===== src/rtl/mem_bus_pkg.sv =====
// Shared types and constants for the native CPU memory bus arbiter.
package mem_bus_pkg;

   localparam int ADDR_W = 32;
   localparam int DATA_W = 32;
   localparam int STRB_W = 4;

   // Read data handed back to a master whose transaction was aborted.
   localparam logic [DATA_W-1:0] ERR_RDATA_DEFAULT = 32'hDEAD_BEEF;

   typedef enum logic [1:0] {
      ARB_IDLE   = 2'd0,
      ARB_GRANT0 = 2'd1,
      ARB_GRANT1 = 2'd2
   } arb_state_t;

endpackage


===== src/rtl/mem_bus_timeout.sv =====
// Grant-duration counter: counts grant cycles without a slave answer and
// flags the last cycle before the transaction must be aborted.
module mem_bus_timeout #(
   parameter int unsigned TIMEOUT_CYCLES = 255
) (
   input  logic clk,
   input  logic reset,
   input  logic clear,
   input  logic enable,
   output logic expire
);

   localparam logic [15:0] LAST_COUNT = 16'(TIMEOUT_CYCLES - 1);

   logic [15:0] count;

   // Count waiting cycles; clear has priority so a finished grant starts fresh.
   // NOTE: sequential state uses non-blocking assignments so every flop samples pre-edge values.
   always_ff @(posedge clk or posedge reset) begin
      if (reset) begin
         count <= '0;
      end else if (clear) begin
         count <= '0;
      end else if (enable) begin
         count <= count + 16'd1;
      end
   end

   // Counter starts at 0 in the first grant cycle, so LAST_COUNT marks the
   // TIMEOUT_CYCLES-th grant cycle.
   assign expire = (count == LAST_COUNT);

endmodule


===== src/rtl/mem_bus_arbiter.sv =====
// Two-master, one-slave round-robin arbiter for the native memory bus.
// Grants whole transactions and aborts grants the slave never answers.
module mem_bus_arbiter
   import mem_bus_pkg::*;
#(
   parameter int unsigned        TIMEOUT_CYCLES = 255,
   parameter logic [DATA_W-1:0]  ERR_RDATA      = ERR_RDATA_DEFAULT
) (
   input  logic              clk,
   input  logic              reset,
   input  logic              m0_mem_valid,
   input  logic              m0_mem_instr,
   input  logic [ADDR_W-1:0] m0_mem_addr,
   input  logic [DATA_W-1:0] m0_mem_wdata,
   input  logic [STRB_W-1:0] m0_mem_wstrb,
   output logic              m0_mem_ready,
   output logic [DATA_W-1:0] m0_mem_rdata,
   input  logic              m1_mem_valid,
   input  logic              m1_mem_instr,
   input  logic [ADDR_W-1:0] m1_mem_addr,
   input  logic [DATA_W-1:0] m1_mem_wdata,
   input  logic [STRB_W-1:0] m1_mem_wstrb,
   output logic              m1_mem_ready,
   output logic [DATA_W-1:0] m1_mem_rdata,
   output logic              s_mem_valid,
   output logic              s_mem_instr,
   output logic [ADDR_W-1:0] s_mem_addr,
   output logic [DATA_W-1:0] s_mem_wdata,
   output logic [STRB_W-1:0] s_mem_wstrb,
   input  logic              s_mem_ready,
   input  logic [DATA_W-1:0] s_mem_rdata,
   output logic              busy,
   output logic              timeout_err
);

   arb_state_t state, next_state;
   logic       last_grant, next_last_grant;
   logic       cnt_clear, cnt_enable, cnt_expire;

   // Request of whichever master the current grant state selects.
   logic              sel;
   logic              g_valid, g_instr;
   logic [ADDR_W-1:0] g_addr;
   logic [DATA_W-1:0] g_wdata;
   logic [STRB_W-1:0] g_wstrb;
   logic              g_ready;
   logic [DATA_W-1:0] g_rdata;

   assign sel     = (state == ARB_GRANT1);
   assign g_valid = sel ? m1_mem_valid : m0_mem_valid;
   assign g_instr = sel ? m1_mem_instr : m0_mem_instr;
   assign g_addr  = sel ? m1_mem_addr  : m0_mem_addr;
   assign g_wdata = sel ? m1_mem_wdata : m0_mem_wdata;
   assign g_wstrb = sel ? m1_mem_wstrb : m0_mem_wstrb;

   mem_bus_timeout #(
      .TIMEOUT_CYCLES (TIMEOUT_CYCLES)
   ) u_timeout (
      .clk    (clk),
      .reset  (reset),
      .clear  (cnt_clear),
      .enable (cnt_enable),
      .expire (cnt_expire)
   );

   // State and round-robin history registers.
   always_ff @(posedge clk or posedge reset) begin
      if (reset) begin
         state      <= ARB_IDLE;
         last_grant <= 1'b1;
      end else begin
         state      <= next_state;
         last_grant <= next_last_grant;
      end
   end

   // Arbitration, completion/abort decisions and the output mux.
   // NOTE: every output is decoded from state and inputs with no register
   // stage, so asserting reset forces them all to 0 immediately.
   always_comb begin
      // NOTE: defaults first so no path through the case leaves a latch.
      next_state      = state;
      next_last_grant = last_grant;
      cnt_clear       = 1'b1;
      cnt_enable      = 1'b0;
      s_mem_valid     = 1'b0;
      s_mem_instr     = 1'b0;
      s_mem_addr      = '0;
      s_mem_wdata     = '0;
      s_mem_wstrb     = '0;
      g_ready         = 1'b0;
      g_rdata         = '0;
      timeout_err     = 1'b0;
      busy            = 1'b0;

      unique case (state)
         ARB_IDLE: begin
            if (m0_mem_valid && m1_mem_valid) begin
               next_state = last_grant ? ARB_GRANT0 : ARB_GRANT1;
            end else if (m0_mem_valid) begin
               next_state = ARB_GRANT0;
            end else if (m1_mem_valid) begin
               next_state = ARB_GRANT1;
            end
         end
         ARB_GRANT0, ARB_GRANT1: begin
            busy        = 1'b1;
            s_mem_valid = g_valid;
            s_mem_instr = g_instr;
            s_mem_addr  = g_addr;
            s_mem_wdata = g_wdata;
            s_mem_wstrb = g_wstrb;
            g_rdata     = s_mem_rdata;
            if (!g_valid) begin
               // Master abandoned its request: release without a ready.
               next_state      = ARB_IDLE;
               next_last_grant = sel;
            end else if (s_mem_ready) begin
               // Slave answer wins even in the expiring cycle.
               g_ready         = 1'b1;
               next_state      = ARB_IDLE;
               next_last_grant = sel;
            end else if (cnt_expire) begin
               s_mem_valid     = 1'b0;
               g_ready         = 1'b1;
               g_rdata         = ERR_RDATA;
               timeout_err     = 1'b1;
               next_state      = ARB_IDLE;
               next_last_grant = sel;
            end else begin
               cnt_clear  = 1'b0;
               cnt_enable = 1'b1;
            end
         end
         default: next_state = ARB_IDLE;
      endcase
   end

   // Only the granted master sees the response; the other reads 0.
   assign m0_mem_ready = (state == ARB_GRANT0) ? g_ready : 1'b0;
   assign m0_mem_rdata = (state == ARB_GRANT0) ? g_rdata : '0;
   assign m1_mem_ready = (state == ARB_GRANT1) ? g_ready : 1'b0;
   assign m1_mem_rdata = (state == ARB_GRANT1) ? g_rdata : '0;

endmodule


===== config.mk =====
export PLATFORM = sky130hd
export DESIGN_NAME = mem_bus_arbiter
export DESIGN_NICKNAME = d
export VERILOG_FILES = /design/src/rtl/mem_bus_pkg.sv /design/src/rtl/mem_bus_timeout.sv /design/src/rtl/mem_bus_arbiter.sv
export SDC_FILE = /design/constraint.sdc
export NUM_CORES = 1
export LEC_CHECK = 0
export ABC_AREA = 0
export CORE_AREA = 2 2 121 123
export DETAILED_ROUTE_END_ITERATION = 8
export DIE_AREA = 0 0 123 125
export PLACE_DENSITY = 0.65
export SLEW_MARGIN = 20
export SYNTH_ARGS = -nofsm -noshare
export SYNTH_HDL_FRONTEND = slang
export SYNTH_SLANG_ARGS = --single-unit

===== constraint.sdc =====
create_clock -name clk -period 2.7 [get_ports clk]
set_input_delay 0.675 -clock clk [delete_from_list [all_inputs] [get_ports clk]]
set_output_delay 0.675 -clock clk [all_outputs]
set_load 0.01 [all_outputs]

---- Word-level counts from Yosys, hierarchy flattened ----
Cells that the tools add are included.
word-level totals
  register bits after elaboration ......... 19
  input port bits ......................... 175
  word-level logic and storage cells ...... 63
operators by class
  add/sub/neg operators ................... 1
  equal/unequal tests ..................... 6
  muxes and demuxes ....................... 47
  reductions and logical operators ........ 6
operators with widths
  kind                   number
  $mux 32                10
  $mux 16                2
  $mux 1                 25
  $add 16x1->16 const B  1
  $eq 16x8->1 const B    1
  $mux 2                 7
  $mux 4                 2
  $ne 4x4->1 const B     2
  $pmux 2 s2             1
  $reduce_and 2->1       2
  $ne 3x3->1 const B     1
  $eq 2x1->1 const B     1
  $eq 2x2->1 const B     1
  $logic_not 2->1        1
  $reduce_bool 2->1      1
  $reduce_or 2->1        1
  $logic_and 1x1->1      1

---- Logic depth before layout (Yosys ltp) ----
  word-level depth ........................ 7
  mapped depth ............................ 8
  mapped depth without buffers ............ 6

---- By module ----
Synthesis repeated with hierarchy kept, for this count alone.
second synthesis, totals
  cells, all modules ...................... 362
  area total of the unflattened synthesis .. 2,999.1 um^2
modules (own cells, without submodules)
  module           times used  cells each  area each (um^2)  sequential area each (um^2)
  mem_bus_arbiter  1           271         2,075.7           76.3
  mem_bus_timeout  1           91          923.4             400.4

---- Least setup slack after synthesis ----
No wires, ideal clock.
  kind .................................... register to output
  start ................................... register u_timeout.count[0]
  end ..................................... output port m0_mem_ready
  data arrival time ....................... 1.833 ns
  slack ................................... 0.192 ns
  cell stages (with the launch flop) ...... 7
  path buffers ............................ 0
  path through ............................ dfrtp_1 > inv_1 > ha_1 > or4b_4 > nor4_4 > nor2_1 > nor3b_1
on the way
  cells in the longest elaborated chain, start to end .. 6
RTL lines
  element                 RTL line                RTL
  from (decl)             mem_bus_timeout.sv:15   logic [15:0] count;
  from (signal assigned)  mem_bus_timeout.sv:25   count <= count + 16'd1;
  $eq 16x8->1             mem_bus_timeout.sv:31   assign expire = (count == LAST_COUNT);
  $mux 1                  mem_bus_arbiter.sv:123  end else if (cnt_expire) begin
  $mux 1                  mem_bus_arbiter.sv:118  end else if (s_mem_ready) begin
  $mux 1                  mem_bus_arbiter.sv:114  if (!g_valid) begin
  $mux 1                  mem_bus_arbiter.sv:96   unique case (state)
  $mux 1                  mem_bus_arbiter.sv:140  assign m0_mem_ready = (state == ARB_GRANT0) ? g_ready : 1'b0;
  to (decl)               mem_bus_arbiter.sv:16   output logic m0_mem_ready,
Every way passes these cells.

---- Worst setup path after layout ----
  start ................................... register u_timeout.count[0]
  end ..................................... output port m0_mem_rdata[1]
on the way
  cells in the longest elaborated chain, start to end .. 6
RTL lines
  element      RTL line                RTL
  $eq 16x8->1  mem_bus_timeout.sv:31
  $mux 32      mem_bus_arbiter.sv:123
  $mux 32      mem_bus_arbiter.sv:118
  $mux 32      mem_bus_arbiter.sv:114
  $mux 32      mem_bus_arbiter.sv:96
  $mux 32      mem_bus_arbiter.sv:141  assign m0_mem_rdata = (state == ARB_GRANT0) ? g_rdata : '0;
  to (decl)    mem_bus_arbiter.sv:17   output logic [DATA_W-1:0] m0_mem_rdata,
Every way passes these cells.

==> impl_results.md <==
- Pre-CTS WS: -0.419 ns
- Residual DRC: 0
- Setup Skew: around 0.0055 ns
- Sw Share: 0.441
- Critical Path Fanout Max: 6
- Count of non-filler cells in the finished layout: roughly 950
- Count leader, synth: nand2_1
- Grt peak-use layer: met2
- Min-delay worst type: flop to flop
- Cell count of the worst hold path: 2
- Logic pwr share: 0.878
- Maximum vdd drop: between 0.3 and 0.4 mV
- Gate Count Post-Synth: between 400 and 500
- Row count: 44
- GRT overflow: 0
- Worst R2R Start: u_timeout.count[0]
- Leakage: about 3.4 nW
- Largest net degree at the start of global routing: 38
- Layout cells sized above 1: 0.304
- Diode count: 0
- CTS tree: built
- Max clock buf depth: 2
- Via count: 4259
- Clk pin slew, worst setup/hold paths: approximately 0.060 ns
- Status: finished, violations left
- GRT Total Usage: 0.175
- HPWL Detailed: around 11000 um
- Initial DRC Count: around 160
- Clock Tree Root: clkbuf_16
- Slew Viols, Final: 0
- Critical path startpoint: u_timeout.count[0]
- First-pass GRT wire length: about 22000 um
- Setup_tns: -15.29 ns
- Tightest Pin Transition: about 0.73 ns
- Arr. time, crit path: ~2.3 ns
- Failing checks: setup timing
- CTS sink count: 19
- Final Hold Viols: 0
- Met2 Use GR: 0.338
- Min cycle time layout: ~3 ns
- Via/cell ratio: ~4.5
- Predominant post-synthesis flop cell: dfrtp_1
- WL/cell: between 15 and 20 um
- Nets@finish: 944
- Critical Path Max Stage Delay: roughly 0.5 ns
- Ranking of synthesized cells by area: mux2i_1, dfrtp_1, nand2_1, nor2_1, and3_1
- Die X-Extent: about 120 um
- Post-route cell area: 7400 um2
- Multi-input gate area: approximately 2600 um2
- TritonRoute pass-1 iters: 4
- Placer Congestion: a little under 0.9
- Ys Warns: 0
- Htree depth: 1
- Fill cells: around 1300
- Endpoint type of the worst setup path: output port
- Top cell type's share of synthesized area: 0.259
- Int Pwr: approximately 3 mW
- Met1 Use GR: 0.205
- Placed insts: just over 900
- EDFF count, synth: 0
- Async SR Flop Fraction: 1.00
- CP cell instances: inv_1, ha_2, or4b_4, buf_6, nor2_4, buf_6, nand4_1, buf_6, clkbuf_16, nand2_2, buf_6
- RSZ-0062 raised after global routing: yes
- Area leader, netlist: mux2i_1
- Synth unique cells: 38
- Placed inst area: approximately 6400 um2
- Starting Density: 0.190
- Clk pwr share: 0.059
- Die Area: 15400 um2
- Initial antenna violation count: 0
- Worst skew pair latency: 0.26 ns
- Synth-to-layout area growth: 174%
- Io pins: 313
- Hold Startpoint: u_timeout.count[0]
- Reg2reg path depth: 12
- Seq/Total Area, Yosys: 0.176
- Hold Buf Count CTS: 0
- Peak Freq: 337 MHz
- Syn Area/Cell: approximately 6.7 um2
- Number of global-route vias before repair: 4083
- DRT antenna net count: 0
- Max-cap violation count: 0
- Mapped Nets: roughly 600
- WL final: 15500 um
- Synthesized area: 2700 um2
- Final WS setup: -0.270 ns
- Max_slew headroom: 0.511
- Die height: roughly 130 um
- IO Port Bufs: around 310
- Met3 GRT Util: 0.0219
- Flop pwr share: 0.062
- Period utilisation layout: 1.10
- CTS buffer count: 3
- Slowest stage cell, crit path: or4b_4
- Most used cell, CP: buf_6
- Critical Path Source Type: flop
- WS Path Type: flop to output port
- #FFs+latches synth: 19
- Post-synth top cells: nand2_1, nor2_1, mux2i_1
- P_sw: ~2.4 mW
- PwrDens: ~730 nW/um2
- Core box area: between 10000 and 15000 um2
- Register Area: 477 um2
- Setup violators final: between 60 and 70
- Worst Path Required: slightly above 2 ns
## layout by cell type (no fill, tap or decap), drive strengths merged, types with 2 or more instances in the layout
cell             n
nor3             5
ha               5
nor2            92
or4              2
xor2             3
xnor2           11
o22ai            2
nand4            4
a21oi            3
nand2          102
dfrtp           18
dlygate4sd2     55
mux2i           70
or2              2
a22o             2
clkdlybuf4s50  187
inv              8
and3            20
buf            136
and2             2
clkdlybuf4s15    2
nor4             6
clkbuf           6
nand3            8
or3              3
## routing by layer
metal | vias to the layer above | wire length, um
met4 | 0 | 169
met2 | 146 | 8480
li1 | 2059 | -
met1 | 2038 | 5940
met5 | - | 0
met3 | 16 | 937
## cells by family (layout without fill, tap and decap cells)
family / after synthesis / count (layout) / synth area share
buf+inv: 38 / 395 / 0.0621
fa+ha+maj: 5 / 5 / 0.0232
mux: 71 / 71 / 0.264
simple gates: 251 / 251 / 0.409
compound gates: 8 / 8 / 0.0199
flops: 19 / 19 / 0.176
xor+xnor: 14 / 14 / 0.0454
## power groups by stage
stage                     sequential (mW)  combinational, mW  clock (mW)
final                               0.337               4.73       0.319
after floorplan                     0.342               2.01           0
after CTS                           0.336               4.26       0.320
after detailed placement            0.340               4.59           0
after global routing                0.341               5.05       0.333
after global placement              0.339               4.54           0
## layout make-up
cell class | count | share of cell area
multi-input combinational | 349 | 0.346
clock buffer | 3 | 0.0101
timing repair buffer | 383 | 0.544
inverter | 8 | 0.00406
sequential | 19 | 0.0644
tap | 184 | 0.0311
clock inverter | 1 | 0.000676
## flip-flops by register name, indices dropped and copies added, names as in the netlist
register,count
u_timeout.count,16
state,2
last_grant,1
## worst max-delay path, delay by kind of cell (launching register included)
family	cells	cell delay, ns
adder cells (fa/ha/maj)	1	0.15
buffers and inverters	6	0.75
AND/OR/NAND/NOR	4	0.75
flip-flops	1	0.37
## timing repair
| action | in CTS | in global routing |
|---|---|---|
| gates cloned | 5 | 3 |
| pin swaps | 9 | 12 |
| setup endpoints to repair | 134 | 75 |
| gates resized for setup | 368 | 179 |
| setup buffers | 10 | 8 |
## worst paths after layout
kind | to | slack (ns)
min in group asynchronous | u_timeout.count[2] | 0.86
hold / removal | u_timeout.count[0] | 0.54
hold reg to reg | u_timeout.count[0] | 0.54
setup reg to reg | u_timeout.count[4] | 0.20
setup / recovery | m0_mem_rdata[1] | -0.27
max in group asynchronous | state[0] | 1.37
## metrics by stage
| step | utilization | hold slack (ns) | power (mW) |
|---|---|---|---|
| global route | 0.521 | 0.570 | 5.72 |
| global placement | 0.450 | 0.525 | 4.88 |
| finish | 0.521 | 0.542 | 5.39 |
| detailed placement | 0.450 | 0.534 | 4.93 |
| floorplan | - | 0.468 | 2.35 |
| CTS | 0.455 | 0.541 | 4.92 |
Note: power is estimated with default switching activity, not from simulation.
